**config.mk**
```make
export PLATFORM = sky130hd
export DESIGN_NAME = wave_shift_pipe
export DESIGN_NICKNAME = d
export VERILOG_FILES = /design/src/rtl/wave_pkg.sv /design/src/rtl/wave_shift_core.sv /design/src/rtl/wave_shift_pipe.sv
export SDC_FILE = /design/constraint.sdc
export NUM_CORES = 1
export LEC_CHECK = 0
export BUFFER_PORTS_ARGS = -buffer_cell sky130_fd_sc_hd__buf_2
export CORE_UTILIZATION = 66
export DETAILED_ROUTE_END_ITERATION = 7
export PLACE_DENSITY_LB_ADDON = 0.15
export SYNTH_ARGS = -nofsm -noshare
export SYNTH_HDL_FRONTEND = slang
export SYNTH_SLANG_ARGS = --single-unit
export TNS_END_PERCENT = 10
```
**constraint.sdc**
```tcl
create_clock -name clk -period 11.7 [get_ports clk]
set_input_delay 0.585 -clock clk [delete_from_list [all_inputs] [get_ports clk]]
set_output_delay 0.585 -clock clk [all_outputs]
set_load 0.005 [all_outputs]
```
**src/rtl/wave_pkg.sv**
```systemverilog
// wave_pkg: shared definitions for the waveform amplitude scaler.
//   DEF_DATA_W : default sample width used by wave_shift_pipe / wave_shift_core
//   mode_e     : shift mode encoding carried through the pipeline
package wave_pkg;

  localparam int unsigned DEF_DATA_W = 16;

  typedef enum logic [1:0] {
    MODE_LSR = 2'b00,  // logical right, zero fill
    MODE_ASR = 2'b01,  // arithmetic right, sign fill
    MODE_RND = 2'b10,  // right shift, round half up, saturate on carry
    MODE_SHL = 2'b11   // left shift, unsigned saturation
  } mode_e;

endpackage

```
**src/rtl/wave_shift_core.sv**
```systemverilog
// wave_shift_core: combinational sample scaler.
//   i_data   [DATA_W]  sample captured in S1
//   i_k      [SHIFT_W] shift amount captured with the sample
//   i_mode   mode_e    shift mode captured with the sample
//   o_result [DATA_W]  scaled sample
module wave_shift_core
  import wave_pkg::*;
#(
  parameter int unsigned DATA_W  = DEF_DATA_W,
  parameter int unsigned SHIFT_W = 3
) (
  input  logic [DATA_W-1:0]  i_data,
  input  logic [SHIFT_W-1:0] i_k,
  input  mode_e              i_mode,
  output logic [DATA_W-1:0]  o_result
);

  logic [2*DATA_W-1:0] w_wide;  // left shift with room for every shifted-out bit
  logic [DATA_W:0]     w_half;
  logic [DATA_W:0]     w_sum;

  always_comb begin
    w_wide   = {{DATA_W{1'b0}}, i_data} << i_k;
    // Rounding constant 2**(k-1); only meaningful for k>0, k=0 is bypassed below.
    w_half   = (DATA_W+1)'(1) << (i_k - SHIFT_W'(1));
    w_sum    = {1'b0, i_data} + w_half;
    o_result = i_data;
    unique case (i_mode)
      MODE_LSR: o_result = i_data >> i_k;
      MODE_ASR: o_result = $signed(i_data) >>> i_k;
      MODE_RND: begin
        if (i_k == '0)
          o_result = i_data;
        else if (w_sum[DATA_W])
          o_result = '1;
        else
          o_result = DATA_W'(w_sum >> i_k);
      end
      MODE_SHL: begin
        // Any bit pushed past the MSB means overflow.
        if (|w_wide[2*DATA_W-1:DATA_W])
          o_result = '1;
        else
          o_result = w_wide[DATA_W-1:0];
      end
      default: o_result = i_data;
    endcase
  end

endmodule

```
**src/rtl/wave_shift_pipe.sv**
```systemverilog
// wave_shift_pipe: two-stage valid/ready amplitude scaler with optional shift ramp.
//   clk, rst             clock, asynchronous active-high reset
//   in_valid/in_ready    input handshake, in_data sample
//   shift_n              target shift amount
//   mode                 shift mode (see wave_pkg::mode_e)
//   out_valid/out_ready  output handshake, out_data scaled sample
//   cur_shift            shift amount applied to the next accepted sample
//   ramping              cur_shift has not yet reached shift_n
module wave_shift_pipe
  import wave_pkg::*;
#(
  parameter int unsigned DATA_W  = DEF_DATA_W,
  parameter int unsigned SHIFT_W = 3,
  parameter bit          RAMP    = 1'b1
) (
  input  logic               clk,
  input  logic               rst,
  input  logic               in_valid,
  output logic               in_ready,
  input  logic [DATA_W-1:0]  in_data,
  input  logic [SHIFT_W-1:0] shift_n,
  input  logic [1:0]         mode,
  output logic               out_valid,
  input  logic               out_ready,
  output logic [DATA_W-1:0]  out_data,
  output logic [SHIFT_W-1:0] cur_shift,
  output logic               ramping
);

  logic               r_s1_valid;
  logic [DATA_W-1:0]  r_s1_data;
  mode_e              r_s1_mode;
  logic [SHIFT_W-1:0] r_s1_k;
  logic               r_s2_valid;
  logic [DATA_W-1:0]  r_s2_data;
  logic [SHIFT_W-1:0] r_cur_shift;

  logic               w_s2_adv;
  logic               w_s1_adv;
  logic               w_in_fire;
  logic [SHIFT_W-1:0] w_k;
  logic [DATA_W-1:0]  w_result;

  always_comb begin
    w_s2_adv  = ~r_s2_valid | out_ready;
    w_s1_adv  = ~r_s1_valid | w_s2_adv;
    w_in_fire = in_valid & w_s1_adv;
    w_k       = RAMP ? r_cur_shift : shift_n;
  end

  assign in_ready  = w_s1_adv;
  assign out_valid = r_s2_valid;
  assign out_data  = r_s2_data;
  assign cur_shift = r_cur_shift;
  assign ramping   = (r_cur_shift != shift_n);

  always_ff @(posedge clk or posedge rst) begin
    if (rst) begin
      r_s1_valid <= 1'b0;
      r_s1_data  <= '0;
      r_s1_mode  <= MODE_LSR;
      r_s1_k     <= '0;
    end else if (w_s1_adv) begin
      r_s1_valid <= in_valid;
      if (in_valid) begin
        r_s1_data <= in_data;
        r_s1_mode <= mode_e'(mode);
        r_s1_k    <= w_k;
      end
    end
  end

  wave_shift_core #(
    .DATA_W  (DATA_W),
    .SHIFT_W (SHIFT_W)
  ) u_core (
    .i_data   (r_s1_data),
    .i_k      (r_s1_k),
    .i_mode   (r_s1_mode),
    .o_result (w_result)
  );

  always_ff @(posedge clk or posedge rst) begin
    if (rst) begin
      r_s2_valid <= 1'b0;
      r_s2_data  <= '0;
    end else if (w_s2_adv) begin
      r_s2_valid <= r_s1_valid;
      if (r_s1_valid)
        r_s2_data <= w_result;
    end
  end

  // Ramp advances only on an accepted sample, after that sample took the old value.
  always_ff @(posedge clk or posedge rst) begin
    if (rst) begin
      r_cur_shift <= '1;
    end else if (w_in_fire) begin
      if (RAMP) begin
        if (r_cur_shift < shift_n)
          r_cur_shift <= r_cur_shift + SHIFT_W'(1);
        else if (r_cur_shift > shift_n)
          r_cur_shift <= r_cur_shift - SHIFT_W'(1);
      end else begin
        r_cur_shift <= shift_n;
      end
    end
  end

endmodule

```
# Word level (Yosys, flattened, before mapping)
# Cells that the tools add are included.
# Widths: inputs -> output; s select.
dict set report totals {
  ff_bits 42
  out_inout_bits 22
  input_bits 25
  elab_cells 40
}
dict set report classes {
  eq_ne 4
  addsub 4
  order_cmp 2
  n_mux 6
  n_reduce_logical 7
  shifts 5
  n_bitwise 5
}
# operator n
set ops {}
lappend ops {{$pmux 16 s4} 1}
lappend ops {{$mux 16} 3}
lappend ops {{$shl 16x3->32} 1}
lappend ops {{$add 16x17->17} 1}
lappend ops {{$shl 1x3->17 const A} 1}
lappend ops {{$shr 17x3->16} 1}
lappend ops {{$reduce_or 16->1} 1}
lappend ops {{$shr 16x3->16} 1}
lappend ops {{$sshr 16x3->16} 1}
lappend ops {{$mux 3} 2}
lappend ops {{$reduce_and 2->1} 3}
lappend ops {{$sub 3x1->3 const B} 2}
lappend ops {{$eq 2x2->1 const B} 2}
lappend ops {{$add 3x1->3 const B} 1}
lappend ops {{$gt 3x3->1} 1}
lappend ops {{$logic_not 3->1} 1}
lappend ops {{$lt 3x3->1} 1}
lappend ops {{$ne 3x3->1} 1}
lappend ops {{$eq 2x1->1 const B} 1}
lappend ops {{$logic_not 2->1} 1}
lappend ops {{$not 1->1} 2}
lappend ops {{$or 1x1->1} 2}
lappend ops {{$reduce_bool 2->1} 1}
lappend ops {{$and 1x1->1} 1}

# Logic depth before layout (Yosys ltp)
# Gate-level depths: netlist of run 1.
dict set report depth {
  ltp_word 7
  depth_mapped 17
  mapped_depth_nobuf 14
}

# By module
# A second synthesis of run 1 with hierarchy kept.
dict set report hier_totals {
  hier_cells 572
  area_unflattened_um2 4739.5
}
# module area_each_um2 seq_area_each_um2 instances cells_per_inst
set modules_own_cells {}
lappend modules_own_cells {wave_shift_core 3009.1 0.0 1 460}
lappend modules_own_cells {wave_shift_pipe 1730.4 1054.8 1 112}

# Worst setup path before layout of run 1
# Ideal clock, no wire load.
dict set report synth_path {
  path_type {flip-flop to flip-flop}
  startpoint {reg r_s1_k[1]}
  endpoint {reg r_s2_data[7] (netlist: out_data[7])}
  synth_period_minus_slack_ps 4315
  n_path_buf 2
  setup_ps 129
  path_stages_with_launch 17
  t_required_ps 11571
  path_slack_ps 7385
  arrival_ps 4186
  cell_sequence {dfrtp_1 clkbuf_1 clkinv_1 nand2_1 inv_1 ha_1 and3_1 ha_1 fa_1 a211oi_1 o211a_1 clkbuf_1 nor2_1 a221oi_1 o311a_1 a211oi_1 o41a_1}
}
dict set report synth_between {
  elab_chain_len 7
  elab_cells_between_ends 13
  cone_classes {add/sub (2); shift (5); mux (4); reduce/logical (2)}
}
# element line
set synth_lines {}
lappend synth_lines {{start: declaration} wave_shift_pipe.sv:33} ;# logic [SHIFT_W-1:0] r_s1_k;
lappend synth_lines {{start signal: assignment} wave_shift_pipe.sv:68} ;# r_s1_k <= w_k;
lappend synth_lines {{$sub 3x1->3} wave_shift_core.sv:25} ;# w_half = (DATA_W+1)'(1) << (i_k - SHIFT_W'(1));
lappend synth_lines {{$shl 1x3->17} wave_shift_core.sv:25}
lappend synth_lines {{$add 16x17->17} wave_shift_core.sv:26} ;# w_sum = {1'b0, i_data} + w_half;
lappend synth_lines {{$shr 17x3->16} wave_shift_core.sv:37} ;# o_result = DATA_W'(w_sum >> i_k);
lappend synth_lines {{$mux 16} wave_shift_core.sv:34} ;# else if (w_sum[DATA_W])
lappend synth_lines {{$mux 16} wave_shift_core.sv:32} ;# if (i_k == '0)
lappend synth_lines {{$pmux 16 s4 (*)} wave_shift_core.sv:28} ;# unique case (i_mode)
lappend synth_lines {{end signal: assignment} wave_shift_pipe.sv:90} ;# r_s2_data <= w_result;
lappend synth_lines {{end: declaration} wave_shift_pipe.sv:35} ;# logic [DATA_W-1:0] r_s2_data;
# Mark *: on every way between the ends. The rest lies on a longest branch, timed or not.
# A chain may end at the register's enable or synchronous reset.

# Worst setup path in the final report of run 1
# Same ends and word-level chain as after synthesis.

==> results of run 1 <==
logic make-up after synthesis:
group | after synthesis | share of synthesized area
DFF | 42 | 0.228
muxes | 64 | 0.174
buffers and inverters | 65 | 0.0554
and+or+nand+nor | 171 | 0.173
adders and majority gates | 16 | 0.0465
xor gates and xnor gates | 10 | 0.0189
AOI/OAI and AO/OA | 200 | 0.303
final timing paths:
check	endpoint	slack, ns	cells after the start
max	out_data[7]	6.64	16
min	out_data[11]	0.39	3
max reg2reg	out_data[7]	6.64	16
min reg2reg	out_data[15]	0.50	2
max in group asynchronous	r_s1_k[0]	10.92	3
min in group clk	r_s1_valid	0.48	2
synthesized netlist by cell type (6+ instances only):
cell      instances  area, um2
nor2_1           54        203
nand2_1          45        169
clkbuf_1         42        158
o21ai_0          40        200
dfrtp_1          39        976
a21oi_1          36        180
mux2_2           33        372
mux2i_1          21        210
a211oi_1         18        135
nand3_1          16       80.1
ha_1             14        175
inv_1            13       48.8
nor3_1           12       60.1
o211ai_1         12       90.1
mux4_2           10        225
o22ai_1          10       62.6
nand2b_1          9       56.3
o221ai_1          9       78.8
and3_1            8       50.1
a21o_1            7       52.6
and2_1            7       43.8
buf_1             6       22.5
layout by cell type, fill, tap and decap left out, types with 14 or more instances in the layout:
cell      netlist  layout
nor2_1         54      54
buf_2           1      46
nand2_1        45      45
o21ai_0        40      40
dfrtp_1        39      38
a21oi_1        36      36
mux2_2         33      33
mux2i_1        21      21
a211oi_1       18      18
nand3_1        16      16
ha_1           14      14
per-layer routing:
metal  GRT usage  vias to the layer above  share of wire
met2       0.665                      387           0.43
met3      0.0934                      100           0.12
met5           0                        -              0
li1            -                     2181              -
met1       0.593                     2308           0.38
met4       0.282                        0          0.069
critical path, stage by stage, from the launching register on:
cell and delay, ns:
dfrtp_1 0.33, buf_4 0.49, clkinv_1 0.14, buf_4 0.28, nand2_1 0.25, inv_1 0.15
ha_1 0.35, and3_1 0.20, ha_1 0.22, fa_1 0.41, a211oi_1 0.44, o211a_1 0.39
nor4_1 0.11, a311oi_1 0.47, and3_1 0.28, a211oi_1 0.07, o41a_1 0.34
sequential cells by signal (all words and copies together) (netlist names):
register    count
cur_shift       3
out_data       16
out_valid       1
r_s1_data      16
r_s1_k          3
r_s1_mode       2
r_s1_valid      1
stage by stage:
step | setup WS, ns | instances
2_1_floorplan | 7.38 | 568
3_3_place_gp | 6.94 | 666
3_5_place_dp | 6.78 | 666
4_1_cts | 6.75 | 674
5_1_grt | 6.38 | 674
6_report | 6.64 | 674
cell type report:
class	count	area (um2)
Clock buffer	6	82.6
Clock inverter	2	12.5
Fill cell	539	1870
Inverter	14	52.6
Multi-Input combinational cell	461	3310
Sequential cell	42	1060
Tap cell	96	120
Timing Repair Buffer	53	283
power by group through the flow:
stage	registers [uW]	clock network (uW)	logic [uW]
2_1_floorplan	238	0	726
3_3_place_gp	268	0	929
3_5_place_dp	270	0	948
4_1_cts	268	105	954
5_1_grt	277	109	1070
6_report	275	104	987
==> summary.md, run 1 <==
| Metric | Value |
|---|---|
| # rows | 30 |
| First-pass GRT wire length | roughly 25,000 um |
| Syn Nets | between 600 and 700 |
| Crit Path Class | register to register |
| Worst EP required | ~12 ns |
| Period minus WS final | ~5.1 ns |
| Clock power share | 0.076 |
| Reg clk slew, reported paths | about 0.09 ns |
| Number of global-route vias before repair | approximately 4,700 |
| Worst setup EP type | register |
| Final WL | ~16,000 um |
| Clock Tree Buf Depth | 2 |
| DIE AREA | about 0.0073 mm2 |
| HPWL after DPL | 11,100 um |
| RSZ-0062 raised after global routing | no |
| Via count | between 4,000 and 5,000 |
| Most used DFF post-synth | dfrtp_1 |
| Vias per cell | approximately 7.4 |
| Finished Cell Area | ~0.0049 mm2 |
| Post-CTS Setup Bufs | 0 |
| Sequential share of the synthesized area | 0.228 |
| I/O Buffers | between 40 and 50 |
| # diodes | 0 |
| Mapped cell area | approximately 0.0046 mm2 |
| Min Hold Slack | 0.391 ns |
| Fin crit share | 0.433 |
| Starting DRT DRC Count | 700 |
| Clk_lat worst skew | approximately 0.31 ns |
| Setup TNS | 0 ns |
| Yosys warnings | 0 |
| Sw Share | 0.542 |
| CTS tree | yes |
| Area after DPL | roughly 0.0048 mm2 |
| Grt ovf | 0 |
| Crit path from | r_s1_k[1] |
| Tot Pwr | 1370 uW |
| Post-CTS Hold Buffers | 0 |
| Reg-to-Reg Start | r_s1_k[1] |
| Comb pwr share | 0.723 |
| Max rail drop VDD | approximately 200 uV |
| Initial antenna violation count | 0 |
| TritonCTS Sinks | 42 |
| CP Max Fanout | 56 |
| Drt pass-1 iters | 5 |
| Syn_area_per_cell | approximately 8 um2 |
| Area Growth Syn to Fin | 6.38% |
| Worst EP arrival | 5.27 ns |
| Core area | a little under 0.007 mm2 |
| Final #Nets | 618 |
| DRC Markers | 0 |
| Fin. Hold Viols | 0 |
| Mapped Cells | 568 |
| Leakage power | between 0.002 and 0.0025 uW |
| Remaining antenna violation count | 0 |
| Worst-Margin Slew | about 1.1 ns |
| Slew margin rel. | 0.283 |
| Final setup fails | 0 |
| Asr flop ratio synth | 1.00 |
| Slew Viols, Final | 0 |
| Status | completed |
| Crit start category | register |
| Synth cell types | 73 |
| Max Clock Freq | a little under 200 MHz |
| PD cells | roughly 280 mW/mm2 |
| Avg WL per Cell | around 23 um |
| Max-cap viol count | 0 |
| Post-synth EDFFs | 0 |
| GP Congestion | a little over 1 |
| Internal Power | 626 uW |
| Pin count of the biggest net entering global routing | 69 |
| Die outline width | around 86 um |
| Share of layout cells above drive strength 1 | 0.202 |
| HP Class | input port to asynchronous set/reset pin |
| Total CTS buffers | 5 |
| Worst Skew | about 0.01 ns |
| Initial Util | 0.681 |
| DIE HEIGHT | ~86 um |
| NetSw | roughly 740 uW |
| CTS Root Cell | clkbuf_8 |
| Final Core Density | 0.724 |
| H-tree Lvls | 2 |
| PostCTS Resize Cnt | 0 |
| Seq pwr share | 0.201 |
| Gr usage total | 0.447 |
| Post-synthesis register bit count | between 40 and 50 |
| # IOs | 47 |
Note: power is estimated with default switching activity, not from simulation.
==> run 2: changes to the inputs <==
--- a/config.mk
+++ b/config.mk
@@ -6,7 +6,7 @@
 export NUM_CORES = 1
 export LEC_CHECK = 0
 export BUFFER_PORTS_ARGS = -buffer_cell sky130_fd_sc_hd__buf_2
-export CORE_UTILIZATION = 66
+export CORE_UTILIZATION = 61
 export DETAILED_ROUTE_END_ITERATION = 7
 export PLACE_DENSITY_LB_ADDON = 0.15
 export SYNTH_ARGS = -nofsm -noshare
==> constraint.sdc (replaced) <==
create_clock -name clk -period 5.16 [get_ports clk]
set_input_delay 0.258 -clock clk [delete_from_list [all_inputs] [get_ports clk]]
set_output_delay 0.258 -clock clk [all_outputs]
set_load 0.005 [all_outputs]
==> run 2 against run 1 <==
Net effect: critical endpoint is now out_data[0]; setup slack worse by 5.8 ns; critical path type unchanged; core utilization decreased by 4.9 points; combinational power is 130% higher; non-clock buffer count rose by 2; worst hold slack worse by 0.32 ns; clock power up 110%; clock skew is 0.0024 ns higher; count of clock-buffer cells in the layout is 1 lower; cell area hardly changed; first-iteration DRC count shrank 6.3%.
==> summary.md, run 2 (synthesized netlist as in run 1, its figures left out) <==
| Metric | Value |
|---|---|
| Seq pwr share | 0.202 (about the same) |
| Total CTS buffers | 5 (unchanged) |
| Worst R2R End | out_data[0] |
| HPWL after DPL | 11,000 um (-0.80%) |
| Tot Pwr | 3060 uW (+120%) |
| Number of global-route vias before repair | 4,546 (-3.0%) |
| Worst setup EP type | register |
| Clk_lat worst skew | 0.31 ns (about the same) |
| DRC Markers | 0 (unchanged) |
| Clock Tree Buf Depth | 2 (unchanged) |
| # placed instances | 671 (+0.75%) |
| Final worst slack | 0.876 ns (-5.76 ns) |
| Gr usage total | 0.406 (-0.0408) |
| Critical-path cell list | clkinv_1 > nand2_1 > inv_1 > ha_1 > and3_1 > ha_1 > fa_1 > a211oi_1 > o21ai_0 > xor2_1 > a221oi_1 > mux2i_1 > a211oi_1 > o21ai_0 |
| CP max stage delay | 0.59 ns (+0.10 ns) |
| Fin. Hold Viols | 0 (unchanged) |
| H-tree Lvls | 2 (unchanged) |
| RSZ-0062 raised after global routing | no |
| Remaining antenna violation count | 0 (unchanged) |
| Starting DRT DRC Count | 656 (-6.3%) |
| Period minus WS final | 4.28 ns (-0.779 ns) |
| Vias per cell | 7.41 (+0.43%) |
| # IOs | 47 (unchanged) |
| Reg-to-Reg Start | r_s1_k[1] |
| Sw Share | 0.540 (-0.00115) |
| Slew Viols, Final | 0 (unchanged) |
| Internal Power | 1410 uW (+120%) |
| Grt ovf | 0 (unchanged) |
| Final WL | 15,700 um (-0.81%) |
| NetSw | 1650 uW (+120%) |
| Final Core Density | 0.675 (-0.0491) |
| Final setup fails | 0 (unchanged) |
| Pre-CTS WS | 1.05 ns (-5.73 ns) |
| Share of layout cells above drive strength 1 | 0.204 (+0.00138) |
| R2R Setup Slk | 0.88 ns (-5.76 ns) |
| Die outline width | 89.1 um (+3.9%) |
| Initial Util | 0.634 (-0.0465) |
| Avg WL per Cell | 23.1 um (-1.4%) |
| Worst EP arrival | 4.48 ns (-0.79 ns) |
| DIE HEIGHT | 89.1 um (+3.9%) |
| Worst-Margin Slew | 1.13 ns (+0.0507 ns) |
| Via count | 5,027 (+1.0%) |
| Initial antenna violation count | 0 (unchanged) |
| Status | completed |
| Slew margin rel. | 0.246 (-0.0366) |
| CTS tree | yes |
| PostCTS Resize Cnt | 0 (unchanged) |
| Commonest non-fill, non-tap cell in the layout | nor2_1 |
| Reg2reg path depth | 14 (-2) |
| Clock power share | 0.070 (-0.006) |
| Area Growth Syn to Fin | 6.44% (about the same) |
| Crit Path Class | register to register |
| Max rail drop VDD | 417 uV (+100%) |
| Drt pass-1 iters | 6 (+1) |
| # diodes | 0 (unchanged) |
| DIE AREA | 0.00794 mm2 (+8.0%) |
| TritonCTS Sinks | 42 (unchanged) |
| Max Clock Freq | 233 MHz (+18%) |
| CP bufs+invs | 2 (-2) |
| Final #Nets | 620 (+0.32%) |
| Leakage power | 0.00201 uW (+0.31%) |
| First-pass GRT wire length | 24,100 um (-3.8%) |
| CP Max Fanout | 6 (-89%) |
| Fin crit share | 0.830 (+0.397) |
| Core area | 0.00729 mm2 (+7.3%) |
| CTS Root Cell | clkbuf_8 |
| Commonest cells after routing, fill and taps aside | nor2_1 (54), buf_2 (46), nand2_1 (45) |
| Setup TNS | 0 ns (unchanged) |
| GP Congestion | 0.989 (-3.4%) |
| Crit start category | register |
| PD cells | 621 mW/mm2 (+120%) |
| Slowest CP cell | a221oi_1 |
| Worst Skew | 0.0122 ns (+0.00235 ns) |
| HP Class | input port to asynchronous set/reset pin |
| Post-CTS Setup Bufs | 0 (unchanged) |
| Worst EP required | 5.35 ns (-6.55 ns) |
| CP Depth | 14 (-2) |
| Post-route insts no fill | 678 (+0.59%) |
| Reg clk slew, reported paths | 0.09 ns (about the same) |
| I/O Buffers | 46 (unchanged) |
| Pin count of the biggest net entering global routing | 73 (+5.8%) |
| # rows | 31 (+3.3%) |
| Post-CTS Hold Buffers | 0 (unchanged) |
| Comb pwr share | 0.728 (+0.005) |
| Cell family with most CP delay | compound AO/OA/AOI/OAI gates |
| Max-cap viol count | 0 (unchanged) |
-- run 2: cell types whose count changed in the layout (fill, tap and decap cells not counted) --
cell	before	now
buf_4	7	9
clkinvlp_4	1	0
clkinv_2	1	2
clkbuf_8	6	5
-- run 2: worst max-delay path by stage --
stage	start	to	slack [ns]
after floorplan	r_s1_k[1]	out_data[7]	0.84
after global placement	r_s1_k[1]	out_data[9]	1.15
after detailed placement	r_s1_k[1]	out_data[0]	1.05
after CTS	r_s1_k[1]	out_data[0]	0.99
after global routing	r_s1_k[1]	out_data[0]	0.45
final	r_s1_k[1]	out_data[0]	0.88
-- run 2: per-layer routing --
layer  track usage  routed length [um]
met4         0.263                1170
met3        0.0646                1690
met5             0                   0
met1         0.544                6110
met2         0.609                6690
-- run 2: cell type report --
class	count	area (um2)
Clock buffer	5	68.8
Clock inverter	2	10.0
Fill cell	654	2370
Inverter	14	52.6
Multi-Input combinational cell	461	3310
Sequential cell	42	1060
Tap cell	99	124
Timing Repair Buffer	55	298
-- run 2: metrics by stage --
stage	instance area, um2	hold slack, ns
after global routing	4920	0.133
after detailed placement	4840	0.421
after global placement	4840	0.404
final	4920	0.0675
after floorplan	4630	0.366
after CTS	4920	0.0891
-- run 2: tightest hold or removal path, delay by kind of cell --
| family | cells | cell delay (ns) |
|---|---|---|
| buffers and inverters | 3 | 0.58 |
-- run 2: power groups by stage --
stage	logic (uW)	registers (uW)	clock network (uW)
detailed placement	2140	612	0
CTS	2150	606	216
global route	2400	622	226
finish	2230	616	215
floorplan	1650	541	0
global placement	2130	608	0
==> run 3: changes to the inputs <==
--- a/config.mk
+++ b/config.mk
@@ -6,7 +6,7 @@
 export NUM_CORES = 1
 export LEC_CHECK = 0
 export BUFFER_PORTS_ARGS = -buffer_cell sky130_fd_sc_hd__buf_2
-export CORE_UTILIZATION = 61
+export CORE_UTILIZATION = 55
 export DETAILED_ROUTE_END_ITERATION = 7
 export PLACE_DENSITY_LB_ADDON = 0.15
 export SYNTH_ARGS = -nofsm -noshare
==> constraint.sdc (replaced) <==
create_clock -name clk -period 3.6 [get_ports clk]
set_input_delay 0.18 -clock clk [delete_from_list [all_inputs] [get_ports clk]]
set_output_delay 0.18 -clock clk [all_outputs]
set_load 0.005 [all_outputs]
==> run 3 against run 2 <==
Net effect: the flow now finishes with violations (negative hold slack); register-to-register slack got worse by 0.78 ns; worst hold slack lost 0.068 ns; sequential share of layout area shrank 1.8 points; count of clock-buffer cells in the layout is 2 higher; fmax grew 22%; sequential power up 35%; non-clock buffer count up 43; critical path type unchanged; largest power group unchanged.
==> summary.md, run 3 (synthesized netlist as in run 1, its figures left out) <==
| Metric | Value |
|---|---|
| Vias per cell | 7.07 (-4.7%) |
| # rows | 33 (+6.5%) |
| Initial antenna violation count | 0 (unchanged) |
| # IOs | 47 (unchanged) |
| Status | finished, violations left |
| Die outline width | 93.7 um (+5.2%) |
| H-tree Lvls | 2 (unchanged) |
| Reg2reg path depth | 15 (+1) |
| Area after DPL | 0.00521 mm2 (+7.5%) |
| Remaining antenna violation count | 0 (unchanged) |
| Crit Path Class | register to register |
| I/O Buffers | 46 (unchanged) |
| Worst EP required | 3.78 ns (-1.57 ns) |
| Via count | 5,146 (+2.4%) |
| Reg-to-Reg Start | r_s1_k[0] |
| RSZ-0062 raised after global routing | yes |
| Area Growth Syn to Fin | 16.3% |
| Max-cap viol count | 0 (unchanged) |
| Worst setup EP type | register |
| Max rail drop VDD | 486 uV (+16%) |
| Clk_lat worst skew | 0.30 ns (about the same) |
| Final setup fails | 0 (unchanged) |
| Period minus WS final | 3.51 ns (-0.775 ns) |
| Commonest cells after routing, fill and taps aside | nor2_1 (54), buf_4 (52), buf_2 (46) |
| Worst-Margin Slew | 0.891 ns (-0.235 ns) |
| Min Hold Slack | -0.000738 ns (-0.0682 ns) |
| Slowest CP cell | dfrtp_2 |
| CP Max Fanout | 4 (-2) |
| Final WL | 17,100 um (+9.5%) |
| Initial Util | 0.566 (-0.0685) |
| Final worst slack | 0.0915 ns (-0.785 ns) |
| CTS tree | yes |
| Gr usage total | 0.405 (-0.000516) |
| Slew margin rel. | 0.404 (+0.158) |
| Failing checks | negative hold slack |
| GP Congestion | 0.988 (about the same) |
| Fillers | 746 (+14%) |
| First-pass GRT wire length | 26,600 um (+11%) |
| Grt ovf | 0 (unchanged) |
| PD cells | 917 mW/mm2 (+48%) |
| Post-route insts no fill | 728 (+7.4%) |
| CP max stage delay | 0.42 ns (-0.17 ns) |
| Fin crit share | 0.975 (+0.144) |
| TritonCTS Sinks | 42 (unchanged) |
| Worst EP arrival | 3.68 ns (-0.80 ns) |
| Slew Viols, Final | 0 (unchanged) |
| Final #Nets | 663 (+6.9%) |
| Starting DRT DRC Count | 483 (-26%) |
| CTS Root Cell | clkbuf_8 |
| Total CTS buffers | 5 (unchanged) |
| Clock Tree Buf Depth | 2 (unchanged) |
| Share of layout cells above drive strength 1 | 0.284 (+0.0803) |
| Pin count of the biggest net entering global routing | 50 (-32%) |
| Finished Cell Area | 0.00538 mm2 (+9.2%) |
| Critical-path cell list | inv_1 > nand2_4 > inv_1 > ha_1 > and3_1 > ha_1 > fa_2 > a211oi_4 > o211ai_1 > buf_4 > a31o_2 > a21oi_1 > nor3_2 > a2111oi_1 > o22ai_1 |
| Worst Skew | 0.00944 ns (-0.00272 ns) |
| Core area | 0.00818 mm2 (+12%) |
| Number of global-route vias before repair | 4,904 (+7.9%) |
| Drt pass-1 iters | 5 (-1) |
| Max Clock Freq | 285 MHz (+22%) |
| Fin. Hold Viols | 1 (+1) |
| Leakage power | 0.00225 uW (+12%) |
| Reg clk slew, reported paths | 0.09 ns (about the same) |
| Crit start category | register |
| Commonest non-fill, non-tap cell in the layout | nor2_1 |
| Avg WL per Cell | 23.6 um (+2.0%) |
| HP Class | input port to asynchronous set/reset pin |
| Post-CTS Hold Buffers | 0 (unchanged) |
| DRC Markers | 0 (unchanged) |
| R2R Setup Slk | 0.09 ns (-0.78 ns) |
| Pre-CTS WS | -0.0207 ns (-1.07 ns) |
| Worst R2R End | out_data[10] |
| # placed instances | 719 (+7.2%) |
| DIE AREA | 0.00878 mm2 (+11%) |
| Crit path from | r_s1_k[0] |
| DIE HEIGHT | 93.7 um (+5.2%) |
| HPWL after DPL | 12,500 um (+14%) |
| # diodes | 0 (unchanged) |
| Tot Pwr | 4930 uW (+61%) |
==> run 3: power breakdown <==
part | switching, uW | leakage, uW | total (uW) | internal, uW
clock | 171 | 0.0000524 | 379 | 208
sequential | 191 | 0.000476 | 833 | 642
combinational | 2160 | 0.00172 | 3720 | 1560
total | 2520 | 0.00225 | 4930 | 2410
==> run 3: worst max-delay path: cells and delay by family (launching register included) <==
kind,cells,cell delay (ns)
compound gates,6,1.39
fa+ha+maj,3,0.83
buf+inv,3,0.38
flops,1,0.42
simple gates,3,0.36
==> run 3: timing repair <==
item                       CTS  global route
setup buffers                0             1
pin swaps                    1             3
setup endpoints to repair    2            14
gates resized for setup      1            13
==> run 3: how the worst max path moves through the flow <==
stage | end | slack, ns
after global placement | out_data[10] | 0.08
after floorplan | out_data[7] | 0.02
after detailed placement | out_data[10] | -0.02
after global routing | out_data[10] | -0.08
after CTS | out_data[10] | -0.01
final | out_data[10] | 0.09
==> run 3: layer usage <==
layer  up-vias  wire (um)  global-route usage
met5         -          0                   0
met4         0        955               0.218
met3        81       1870              0.0769
met2       372       7680               0.619
met1      2421       6650               0.540
li1       2272          -                   -
==> run 3: layout make-up <==
cell class / instances / area, um2 / share of cell area
clock inverter: 1 / 30.0 / 0.00558
sequential: 42 / 1060 / 0.197
multi-input combinational: 461 / 3400 / 0.633
timing repair buffer: 98 / 621 / 0.115
clock buffer: 7 / 76.3 / 0.0142
tap: 105 / 131 / 0.0244
inverter: 14 / 57.6 / 0.0107
==> run 3: through the flow <==
stage / utilization / setup TNS (ns)
after floorplan: - / 0
after global placement: 0.637 / 0
after detailed placement: 0.637 / -0.0207
after CTS: 0.651 / -0.0128
after global routing: 0.658 / -0.258
final: 0.658 / 0
